<file path="config.mk">
export PLATFORM = sky130hd
export DESIGN_NAME = bcd_seg_scanner
export DESIGN_NICKNAME = d
export VERILOG_FILES = /design/src/rtl/bcd_seg_scanner.sv
export SDC_FILE = /design/constraint.sdc
export NUM_CORES = 1
export LEC_CHECK = 0
export ABC_AREA = 1
export CAP_MARGIN = 20
export CORE_MARGIN = 2
export CORE_UTILIZATION = 62
export CTS_CLUSTER_SIZE = 25
export DETAILED_ROUTE_END_ITERATION = 12
export DONT_BUFFER_PORTS = 1
export GPL_TIMING_DRIVEN = 0
export PLACE_DENSITY = 0.83
export SYNTH_ARGS = -nofsm -noshare
export SYNTH_HDL_FRONTEND = slang
export SYNTH_SLANG_ARGS = --single-unit
</file>
<file path="constraint.sdc">
create_clock -name clk -period 2.3 [get_ports clk]
set_clock_uncertainty 0.05 [all_clocks]
set_input_delay 0.23 -clock clk [delete_from_list [all_inputs] [get_ports clk]]
set_output_delay 0.23 -clock clk [all_outputs]
set_load 0.005 [all_outputs]
</file>
<file path="src/rtl/bcd_seg_scanner.sv">
// bcd_seg_scanner: captures three BCD digits from the upstream converter and
// time-multiplexes them onto one shared seven-segment bus. Provides
// leading-zero blanking, a one-cycle anti-ghosting gap at every digit switch,
// and a flag for captured digits that are not valid BCD.
module bcd_seg_scanner #(
  parameter int unsigned REFRESH_DIV = 50000,
  parameter bit          ACTIVE_LOW  = 1'b1,
  parameter bit          BLANK_LZ    = 1'b1
) (
  input  logic       clk,
  input  logic       rst_n,
  input  logic       load,
  input  logic [3:0] hundreds,
  input  logic [3:0] tens,
  input  logic [3:0] units,
  output logic [6:0] seg,
  output logic [2:0] an,
  output logic       digit_err
);

  if (REFRESH_DIV < 2 || REFRESH_DIV > (32'd1 << 20)) begin : g_bad_refresh_div
    $error("bcd_seg_scanner: REFRESH_DIV must lie in 2..2**20");
  end

  typedef enum logic [1:0] {
    SCAN_U = 2'd0,
    SCAN_T = 2'd1,
    SCAN_H = 2'd2
  } scan_e;

  localparam int unsigned   CW      = (REFRESH_DIV > 2) ? $clog2(REFRESH_DIV) : 1;
  localparam logic [CW-1:0] CNT_MAX = CW'(REFRESH_DIV - 1);
  // XOR masks that turn the active-high image into pin polarity; they are
  // also the inactive pin level.
  localparam logic [6:0]    SEG_OFF = {7{ACTIVE_LOW}};
  localparam logic [2:0]    AN_OFF  = {3{ACTIVE_LOW}};

  logic [3:0]    h_q, t_q, u_q;
  logic [CW-1:0] cnt_q;
  scan_e         state_q, state_d;
  logic [3:0]    digit;
  logic [2:0]    en_hi, an_hi;
  logic [6:0]    seg_hi;
  logic          blank;

  // Active-high gfedcba pattern; anything that is not BCD shows a dash.
  function automatic logic [6:0] seg7(input logic [3:0] d);
    case (d)
      4'd0:    return 7'h3F;
      4'd1:    return 7'h06;
      4'd2:    return 7'h5B;
      4'd3:    return 7'h4F;
      4'd4:    return 7'h66;
      4'd5:    return 7'h6D;
      4'd6:    return 7'h7D;
      4'd7:    return 7'h07;
      4'd8:    return 7'h7F;
      4'd9:    return 7'h6F;
      default: return 7'h40;
    endcase
  endfunction

  // Shadow digits follow the converter on load; the error flag trails them by one cycle.
  always_ff @(posedge clk or negedge rst_n) begin
    if (!rst_n) begin
      // NOTE: the shadow digits are reset, not left free, because an
      // unknown value here would decode straight onto the pins after reset.
      h_q       <= 4'd0;
      t_q       <= 4'd0;
      u_q       <= 4'd0;
      digit_err <= 1'b0;
    end else begin
      // NOTE: non-blocking assignments make every register sample pre-edge
      // values, so digit_err sees the shadow contents from before this edge.
      if (load) begin
        h_q <= hundreds;
        t_q <= tens;
        u_q <= units;
      end
      digit_err <= (h_q > 4'd9) | (t_q > 4'd9) | (u_q > 4'd9);
    end
  end

  // Prescaler and scan state register; the state steps only at the terminal count.
  always_ff @(posedge clk or negedge rst_n) begin
    if (!rst_n) begin
      cnt_q   <= '0;
      state_q <= SCAN_U;
    end else begin
      cnt_q   <= (cnt_q == CNT_MAX) ? '0 : cnt_q + 1'b1;
      state_q <= state_d;
    end
  end

  // Next scan state: units -> tens -> hundreds -> units, one slot each.
  always_comb begin
    // NOTE: every variable written here gets a default first, so no path
    // through the block can leave it unassigned and infer a latch.
    state_d = state_q;
    if (cnt_q == CNT_MAX) begin
      case (state_q)
        SCAN_U:  state_d = SCAN_T;
        SCAN_T:  state_d = SCAN_H;
        default: state_d = SCAN_U;
      endcase
    end
  end

  // Active-high image of the current slot, with blanking and the gap cycle applied.
  always_comb begin
    digit = u_q;
    en_hi = 3'b001;
    blank = 1'b0;
    case (state_q)
      SCAN_T: begin
        digit = t_q;
        en_hi = 3'b010;
        // A non-zero (including invalid) tens digit is never blanked.
        blank = BLANK_LZ && (h_q == 4'd0) && (t_q == 4'd0);
      end
      SCAN_H: begin
        digit = h_q;
        en_hi = 3'b100;
        blank = BLANK_LZ && (h_q == 4'd0);
      end
      default: ;
    endcase
    seg_hi = 7'h00;
    an_hi  = 3'b000;
    if (!blank && cnt_q != '0) begin
      seg_hi = seg7(digit);
      an_hi  = en_hi;
    end
  end

  // Registered pins in the configured polarity; reset drives them inactive.
  always_ff @(posedge clk or negedge rst_n) begin
    if (!rst_n) begin
      seg <= SEG_OFF;
      an  <= AN_OFF;
    end else begin
      seg <= seg_hi ^ SEG_OFF;
      an  <= an_hi ^ AN_OFF;
    end
  end

endmodule

</file>
==> results of run 1 <==
cell type report:
type | instances | area [um^2] | share of cell area [%]
Clock buffer | 6 | 41.29 | 1.661
Multi-Input combinational cell | 191 | 997.2 | 40.11
Inverter | 43 | 166.4 | 6.694
Clock inverter | 2 | 10.01 | 0.4026
Timing Repair Buffer | 15 | 160.2 | 6.442
Sequential cell | 41 | 1039 | 41.77
Tap cell | 46 | 57.56 | 2.315
Buffer | 3 | 15.01 | 0.6039
repair_timing:
action | 4_1_cts | 5_1_grt
hold buffers | 15 | 0
gates resized for setup | 0 | 1
setup endpoints to repair | 0 | 1
endpoints found under the hold margin | 53 | 0
buffers inserted | 0 | 0
report_power, final:
group / switching [mW] / internal [mW] / total, mW
clock network: 0.222 / 0.117 / 0.338
logic: 0.0828 / 0.0600 / 0.143
registers: 0.0233 / 0.776 / 0.800
synth_stat cells (all sizes together) (3+ instances only):
cell type  number  area [um^2]
o21ai          18        108.9
dfstp          10        262.8
nand2          76        305.3
ha             11        137.6
xor2            5        43.79
mux2            3        33.78
nand3          28        140.1
inv            42        157.6
nor2           42        175.2
dfrtp          31        775.7
sequential cells by signal, summed over array words and instances (netlist names):
register	flops
state_q	2
t_q	4
seg	7
digit_err	1
u_q	4
h_q	4
an	3
cnt_q	16
metal layers:
| layer | global-route usage, % | up-vias | part of all wire, % |
|---|---|---|---|
| met5 | 0 | - | 0 |
| met4 | 9.783 | 0 | 2.0 |
| met3 | 5.458 | 6 | 3.3 |
| met2 | 44.87 | 35 | 51 |
| met1 | 27.87 | 843 | 44 |
| li1 | - | 908 | - |
per-stage QoR:
step                area (um^2)  hold slack, ns  setup slack [ns]
global placement           2272         -0.1146            0.2351
CTS                        2484          0.1780            0.1784
finish                     2486          0.2159            0.2327
global route               2486          0.2378           0.06821
detailed placement         2272         -0.1147            0.2025
floorplan                  2215         -0.1156            0.4349
cell families after synthesis:
kind of cell / after synthesis
compound gates: 20
buf+inv: 46
xor+xnor: 6
flops: 41
fa+ha+maj: 11
simple gates: 151
mux: 3
final timing paths:
check | endpoint | slack (ns) | cells after the start
worst max-delay path | seg[3] | 0.23 | 11
worst min-delay path | h_q[1] | 0.22 | 3
worst max register to register | seg[3] | 0.23 | 11
worst min register to register | cnt_q[0] | 0.44 | 1
max in group asynchronous | seg[1] | 1.66 | 2
min in group asynchronous | cnt_q[7] | 0.29 | 2
tightest hold or removal path: cells and delay by family:
family / cells / cell delay [ns]
simple gates: 1 / 0.10
buf+inv: 1 / 0.19
compound gates: 1 / 0.07
==> reports/metrics.cfg, run 1 <==
[status]
status = complete, no violations

[critical_path]
crit_chain = inv_1, ha_1, inv_2, nand2_1, nand2_2, inv_1, ha_1, inv_1, nand3_1, nand3_1, nand3_1
worstSetupPathType = reg -> reg
worst_ep_required_time_ns = 2.53
end_kind = register
worst_path_max_delay_cell = dfrtp_1
r2r-start = state_q[0]
crit_buf_inv = 4
crit_family = adder cells
critPathArrivalTime_ns = 2.29
slowest_delay_ns = 0.39
start_kind = register
startpoint = state_q[0]
cp_max_fo = 6

[finish]
nets = 326
final_layout_size_suffix_gt1_share_pct = 14.62
final_common_cell = nand2_1
instances_no_fill = 347
layout_common_cells = nand2_1, inv_1, nor2_1
fillers = 268
fin_util_pct = 73.35
n_antenna_cell = 0
areaGrowthSynthToFinish_pct = 12.26

[clocking]
cts_buffer_depth = 2
clkSinkCount = 41
clk_transition_reported_paths_ns = 0.11
cts_buffers = 5
cts-root-buf = clkbuf_4
htree_levels = 2
clk_latency_ns = 0.35
cts_tree = yes

[floorplanning]
initial_core_util_pct = 65.34
die_area_mm2 = 0.004066
coreArea_mm2 = 0.003390
ioPinCount = 26
die_w_um = 63.77
row_count = 21
die_h_um = 63.77

[pwr]
p_leak_nw = 1.204
p_per_area_mw_per_mm2 = 515.1
total_power_mw = 1.281
vdd_drop_max_mv = 0.4065

[placed_design]
place_congestion = 0.8754
detailed_place_hpwl_mm = 2.994
port_buffers = 0
placed_cells = 324

[logic_synthesis]
avgSynthCellArea_um2 = 7.966
syn-num-nets = 304
ys_ff_latch = 41
async_reset_ff_share_pct = 100.0
synth_top_family_by_area = simple AND/OR/NAND/NOR gates
yosys_warnings = 0
synthAdderAreaFrac_pct = 6.215
synth-simple-area-share_pct = 29.32
ys_seq_area_share_pct = 46.89
synth-compound-area-share_pct = 5.480
synth_cell_types = 26
synth_edf_count = 0
synth_xor_area_share_pct = 2.373
synthMuxAreaShare_pct = 1.525
synth_area_mm2 = 0.002215
syn_inst = 278
synth_top_flop_cell = dfrtp_1

[grt]
grt_pass1_wl_mm = 7.721
grt_pass1_vias = 1812
grt_remaining_overflow = 0
antenna_found_initial = 0
grt_start_max_net_pins = 42
track_usage_pct = 24.64

[routing]
routed_via_density = 5.164
dr_total_vias = 1792
ant_nets = 0
routedWlPerCell_um = 12.03
drc_errors = 0
drt_iter0_drc = 109
wl_mm = 4.176
firstDrtPassIters = 4

[timing]
grt_setup_unrepaired = no
max_freq_ghz = 0.4837
post-route-period-util_pct = 89.88
slew_violations = 0
max_slew.worst_pin.slew_ns = 0.3751
tns_ns = 0
hold_viol_final = 0
setup_viol = 0
slew_headroom_pct = 74.99
layout_min_cycle_time_ns = 2.067

[hold_path]
worstHoldStart = load
hp-class = in -> reg

[run]
drv_cap = 0

Note: power is estimated with default switching activity, not from simulation.
==> run 2: changes to the inputs <==
--- a/config.mk
+++ b/config.mk
@@ -13,7 +13,7 @@
 export DETAILED_ROUTE_END_ITERATION = 12
 export DONT_BUFFER_PORTS = 1
 export GPL_TIMING_DRIVEN = 0
-export PLACE_DENSITY = 0.83
+export PLACE_DENSITY = 0.78
 export SYNTH_ARGS = -nofsm -noshare
 export SYNTH_HDL_FRONTEND = slang
 export SYNTH_SLANG_ARGS = --single-unit
==> reports/metrics.cfg, run 2 (synthesis gave the netlist of run 1 again) <==
[status]
status = complete, no violations

[pwr]
p_per_area_mw_per_mm2 = 521.8
p_leak_nw = 1.204
vdd_drop_max_mv = 0.3600

[floorplanning]
ioPinCount = 26
initial_core_util_pct = 65.34
row_count = 21
die_h_um = 63.77
die_area_mm2 = 0.004066
coreArea_mm2 = 0.003390
die_w_um = 63.77

[critical_path]
critPathArrivalTime_ns = 2.34
cp_max_fo = 6
slowest_delay_ns = 0.40
end_kind = register
crit_chain = inv_1, ha_1, inv_2, nand2_1, nand2_2, inv_1, ha_1, inv_1, nand3_1, nand3_1, nand3_1
start_kind = register
worst_path_max_delay_cell = dfrtp_1
worstSetupPathType = reg -> reg
r2r-start = state_q[0]
worst_ep_required_time_ns = 2.54
rr_endpoint = seg[3]
r2r_cells = 11
r2r_slack_ns = 0.20

[timing]
post-route-period-util_pct = 91.29
tns_ns = 0
slew_headroom_pct = 71.70
slew_violations = 0
layout_min_cycle_time_ns = 2.100
max_freq_ghz = 0.4763
setup_viol = 0
max_slew.worst_pin.slew_ns = 0.4245
holdWs_ns = 0.2380
hold_viol_final = 0
grt_setup_unrepaired = no

[placed_design]
place_congestion = 0.9194
port_buffers = 0
placed_cells = 324
detailed_place_hpwl_mm = 3.153

[clocking]
cts_buffer_depth = 2
cts-root-buf = clkbuf_4
clkSinkCount = 41
cts_tree = yes
cts_buffers = 5
htree_levels = 2
clk_latency_ns = 0.35
clk_transition_reported_paths_ns = 0.12

[routing]
dr_total_vias = 1806
wl_mm = 4.439
routed_via_density = 5.205
drt_iter0_drc = 88
firstDrtPassIters = 4
drc_errors = 0
ant_nets = 0
routedWlPerCell_um = 12.79

[grt]
antenna_found_initial = 0
track_usage_pct = 25.03
grt_remaining_overflow = 0
grt_start_max_net_pins = 42
grt_pass1_vias = 1795
grt_pass1_wl_mm = 7.838

[finish]
layout_common_cells = nand2_1, inv_1, nor2_1
areaGrowthSynthToFinish_pct = 12.26
largest_register_ffs = 16
fillers = 261
instances_no_fill = 347
reg_top3 = cnt_q x16, seg x7
final_layout_size_suffix_gt1_share_pct = 14.62
final_common_cell = nand2_1
nets = 326
top_register = cnt_q
n_antenna_cell = 0

[run]
drv_cap = 0

[hold_path]
hold_depth = 3
hold_path_end = h_q[1]
hp-class = in -> reg
worstHoldStart = load

run 2: cell counts in the layout (fill, tap and decap cells not counted):
No cell type changed its count.
run 2: worst max-delay path by stage:
stage,slack (ns),endpoint,start,cells after the start
final,0.20,seg[3],state_q[0],11
after global placement,0.24,seg[3],state_q[0],11
after global routing,0.01,seg[3],state_q[0],11
after floorplan,0.43,seg[3],state_q[0],11
after detailed placement,0.20,seg[3],state_q[0],11
after CTS,0.18,seg[3],state_q[0],11
run 2: critical path, delay by kind of cell (launching register included):
| family | cells | cell delay, ns |
|---|---|---|
| and+or+nand+nor | 5 | 0.52 |
| adders and majority gates | 2 | 0.67 |
| DFF | 1 | 0.40 |
| buffers and inverters | 4 | 0.39 |
run 2: metrics by stage:
stage | setup WS, ns | instance area (um^2) | util, % | total power, mW
global placement | 0.2399 | 2272 | 67.04 | 0.9101
global route | 0.01349 | 2486 | 73.35 | 1.354
floorplan | 0.4349 | 2215 | - | 0.8909
finish | 0.2004 | 2486 | 73.35 | 1.297
CTS | 0.1785 | 2484 | 73.27 | 1.294
detailed placement | 0.2013 | 2272 | 67.04 | 0.9153
run 2: layout make-up:
type / instances / area, um^2 / share of cell area, %
inverter: 43 / 166.4 / 6.694
sequential: 41 / 1039 / 41.77
clock inverter: 2 / 10.01 / 0.4026
multi-input combinational: 191 / 997.2 / 40.11
tap: 46 / 57.56 / 2.315
clock buffer: 6 / 41.29 / 1.661
buffer: 3 / 15.01 / 0.6039
timing repair buffer: 15 / 160.2 / 6.442
run 2: routing by layer:
| metal | up-vias | wire, um | GRT usage, % |
|---|---|---|---|
| met2 | 42 | 2138 | 40.53 |
| met5 | - | 0 | 0 |
| met4 | 0 | 104 | 10.33 |
| met3 | 9 | 160 | 4.577 |
| li1 | 897 | - | - |
| met1 | 858 | 2036 | 33.29 |
run 2: what timing repair did:
item	CTS	global route
hold endpoints to repair	53	0
buffers inserted	0	0
hold buffers	15	0
endpoints found under the setup margin	0	1
resized for setup	0	1
run 2: power breakdown:
group | switching, mW | total (mW) | leakage [nW] | internal [mW]
sequential | 0.0235 | 0.800 | 0.497 | 0.776
combinational | 0.0825 | 0.142 | 0.675 | 0.0598
clock | 0.238 | 0.355 | 0.0320 | 0.117
==> run 3: changes to the inputs <==
--- a/config.mk
+++ b/config.mk
@@ -7,7 +7,6 @@
 export LEC_CHECK = 0
 export ABC_AREA = 1
 export CAP_MARGIN = 20
-export CORE_MARGIN = 2
 export CORE_UTILIZATION = 62
 export CTS_CLUSTER_SIZE = 25
 export DETAILED_ROUTE_END_ITERATION = 12
==> reports/metrics.cfg, run 3 (synthesis gave the netlist of run 1 again) <==
[timing]
max_freq_ghz = 0.4804
fin_ws_ns = 0.2183
holdWs_ns = 0.2168
setup_viol = 0
post-route-period-util_pct = 90.51
layout_min_cycle_time_ns = 2.082
grt_setup_unrepaired = no
hold_viol_final = 0
slew_headroom_pct = 73.28
tns_ns = 0
slew_violations = 0
max_slew.worst_pin.slew_ns = 0.4008

[placed_design]
placed_cells = 324
placed_cell_area_mm2 = 0.002272
place_congestion = 0.9322
port_buffers = 0
detailed_place_hpwl_mm = 2.894
place_worst_setup_slack_ns = 0.2294

[pwr]
total_power_mw = 1.294
p_leak_nw = 1.204
vdd_drop_max_mv = 0.3513
p_per_area_mw_per_mm2 = 520.4

[floorplanning]
die_area_mm2 = 0.003815
die_h_um = 61.77
ioPinCount = 26
initial_core_util_pct = 65.34
coreArea_mm2 = 0.003390
die_w_um = 61.77
row_count = 21

[grt]
grt_pass1_vias = 1495
grt_pass1_wl_mm = 6.555
track_usage_pct = 24.24
grt_remaining_overflow = 0
grt_start_max_net_pins = 42
antenna_found_initial = 0

[critical_path]
end_kind = register
r2r_cells = 11
r2r-start = state_q[0]
start_kind = register
critPathArrivalTime_ns = 2.32
cp_max_fo = 6
worstSetupPathType = reg -> reg
r2r_slack_ns = 0.22
worst_ep_required_time_ns = 2.54
rr_endpoint = seg[3]

[clocking]
cts_tree = yes
cts_buffer_depth = 2
clk_latency_ns = 0.35
clkSinkCount = 41
cts_buffers = 5
postCtsSetupBuffers = 0
cts-root-buf = clkbuf_4
clk_transition_reported_paths_ns = 0.12
htree_levels = 2

[run]
drv_cap = 0

[finish]
final_layout_size_suffix_gt1_share_pct = 14.62
layout_common_cells = nand2_1, inv_1, nor2_1
largest_register_ffs = 16
final_cell_area_mm2 = 0.002486
instances_no_fill = 347
nets = 326
final_common_cell = nand2_1
n_antenna_cell = 0
top_register = cnt_q
fin_util_pct = 73.35
reg_top3 = cnt_q x16, seg x7
areaGrowthSynthToFinish_pct = 12.26

[routing]
firstDrtPassIters = 4
routedWlPerCell_um = 11.90
ant_nets = 0
dr_total_vias = 1735
drc_errors = 0
routed_via_density = 5.000
wl_mm = 4.128
drt_iter0_drc = 73

[hold_path]
worstHoldStart = load
hold_depth = 3
hold_path_end = u_q[1]
hp-class = in -> reg

[status]
status = complete, no violations

-- run 3: cell counts in the layout (fill, tap and decap cells not counted) --
No cell type changed its count.
-- run 3: final cells by class --
cell class,instances,area (um^2)
flip-flops and latches,41,1039
clock buffers,6,41.29
inverters,43,166.4
well taps,46,57.56
repair buffers,15,160.2
plain buffers,3,15.01
clock inverters,2,10.01
multi-input cells,191,997.2
fillers,261,903.4
-- run 3: timing repair --
item	CTS	global route
resized for setup	0	1
endpoints found under the setup margin	0	1
hold buffers	15	0
hold endpoints to repair	53	0
-- run 3: per-layer routing --
metal	track usage, %	part of all wire, %	wire length (um)	up-vias
li1	-	-	-	898
met1	33.20	50	2055	793
met2	37.79	45	1840	37
met3	5.797	4.1	170	7
met4	8.571	1.5	61	0
met5	0	0	0	-
-- run 3: worst max path at each step --
stage / to / startpoint / slack [ns]
after global placement: seg[3] / state_q[0] / 0.24
after CTS: seg[3] / state_q[0] / 0.20
after global routing: seg[3] / state_q[0] / 0.03
after detailed placement: seg[3] / state_q[0] / 0.23
after floorplan: seg[3] / state_q[0] / 0.43
final: seg[3] / state_q[0] / 0.22
-- run 3: critical path: stages, from the launching register on --
cell,delay [ns]
dfrtp_1,0.40
inv_1,0.10
ha_1,0.37
inv_2,0.16
nand2_1,0.09
nand2_2,0.13
inv_1,0.09
ha_1,0.29
inv_1,0.05
nand3_1,0.10
nand3_1,0.11
nand3_1,0.08
-- run 3: where the power goes --
group	total [mW]	internal, mW	switching [mW]
Clock	0.353	0.117	0.236
Combinational	0.142	0.0598	0.0818
Sequential	0.799	0.776	0.0228
==> patch, RTL diff (settings of run 3) <==
Encoding of `scan_e`: now one-hot (3 bits for 3 values).
--- a/src/rtl/bcd_seg_scanner.sv
+++ b/src/rtl/bcd_seg_scanner.sv
@@ -24,6 +24,6 @@
 
-  typedef enum logic [1:0] {
-    SCAN_U = 2'd0,
-    SCAN_T = 2'd1,
-    SCAN_H = 2'd2
+  typedef enum logic [2:0] {
+    SCAN_U = 3'b001,
+    SCAN_T = 3'b010,
+    SCAN_H = 3'b100
   } scan_e;
Behaviour: same outputs for any inputs over 10 cycles, from zero or initial values and one cycle with rst_n low; not proved beyond that.
==> patch against run 3 <==
Cell area rose by 0.40%. Power rose by 11%. Count of clock-buffer cells in the layout rose by 2. Wire length rose by 2.7%. Setup slack improved by 0.11 ns. Sequential cell count rose by 1. Via count rose by 6.1%. Critical path depth rose by 1. Synthesized area rose by 4.2%. Critical path type unchanged. Critical endpoint is now seg[0]$_DFF_PN1_.
==> patch: results (changes against run 3) <==
finish:
  n_all_buffers: 5  # -13
  postLayoutCellArea_sq_um: 2500  # +0.40%
  final_net_count: 322  # -1.2%
  drive_gt1_share_pct: 13.6  # -1.0 points
  nonClkBufAreaFrac_pct: 1.90  # -5.1 points
  fillers: 273  # +4.6%
  multiInputGateArea_sq_um: 1050  # +5.5%
  multi_input_cells: 197  # +3.1%
  flops_and_latches: 42  # +2.4%
worst_hold_path:
  min_from: "tens[3]"
  min_path_cells: 2  # -1
  holdPathEnd: "t_q[3]$_DFFE_PN0P_"
worst_setup_path:
  crit_path_top_delay_cell: "dfstp_2"
  r2r_start: "state_q[0]$_DFFE_PN1N_"
  cp.arrival_ns: 2.12  # -0.20 ns
  r2r_end: "seg[0]$_DFF_PN1_"
global_routing:
  first_global_vias: 1650  # +10%
  grt_pass1_wl_um: 7460  # +14%
  met1_usage_pct: 35.7  # +2.5 points
  track_usage_pct: 24.5  # +0.28 points
  grt_start_max_net_pins: 43  # +2.4%
  grt_use_met2_pct: 34.9  # -2.8 points
clocking:
  holdBufCountCts: 3  # -12
  clk_pin_slew_worst_paths_ns: 0.08  # -0.04 ns
  cts_root_buffer: "clkbuf_8"
outcome:
  status: "complete, no violations"
place:
  place_congestion: 0.816  # -12%
  dp.final_hpwl_um: 3150  # +8.7%
  dp_cells: 336  # +3.7%
  placed_area_sq_um: 2370  # +4.1%
routing:
  route.vias.total: 1840  # +6.1%
  via_per_inst: 5.30  # +6.1%
  drt-met1-wl_um: 2130  # +3.6%
  wl_met3_um: 201  # +18%
pwr:
  peakVddDrop_mv: 0.467  # +33%
  cellLeakagePower_nw: 1.31  # +8.7%
yosys:
  synth_fa_ha_area_share_pct: 3.79  # -2.4 points
  synth_compound_area_share_pct: 5.31  # -0.17 points
  synthDistinctLibCells: 24  # -7.7%
  yosysSeqAreaShare_pct: 46.1  # -0.77 points
  synth_commonest_cells: "nand2_1, inv_1, dfrtp_1, nor2_1, nand3_1"
floorplanning:
  core_area_sq_um: 3440  # +1.6%
timing:
  holdWs_ns: 0.0110  # -0.206 ns
patch: where the power goes:
| part | switching (mW) | total, mW | leakage, nW | internal (mW) |
|---|---|---|---|---|
| clock network | 0.231 | 0.476 | 0.0455 | 0.245 |
| registers | 0.0244 | 0.819 | 0.507 | 0.795 |
| logic | 0.0924 | 0.144 | 0.755 | 0.0518 |
patch: worst max path at each step:
stage	start	end	slack, ns	cells after the start
floorplan	state_q[0]$_DFFE_PN1N_	seg[0]$_DFF_PN1_	0.57	12
global placement	state_q[0]$_DFFE_PN1N_	seg[0]$_DFF_PN1_	0.42	12
detailed placement	state_q[0]$_DFFE_PN1N_	seg[0]$_DFF_PN1_	0.34	12
CTS	state_q[0]$_DFFE_PN1N_	seg[0]$_DFF_PN1_	0.31	12
global route	state_q[0]$_DFFE_PN1N_	seg[0]$_DFF_PN1_	0.07	12
finish	state_q[0]$_DFFE_PN1N_	seg[0]$_DFF_PN1_	0.33	12
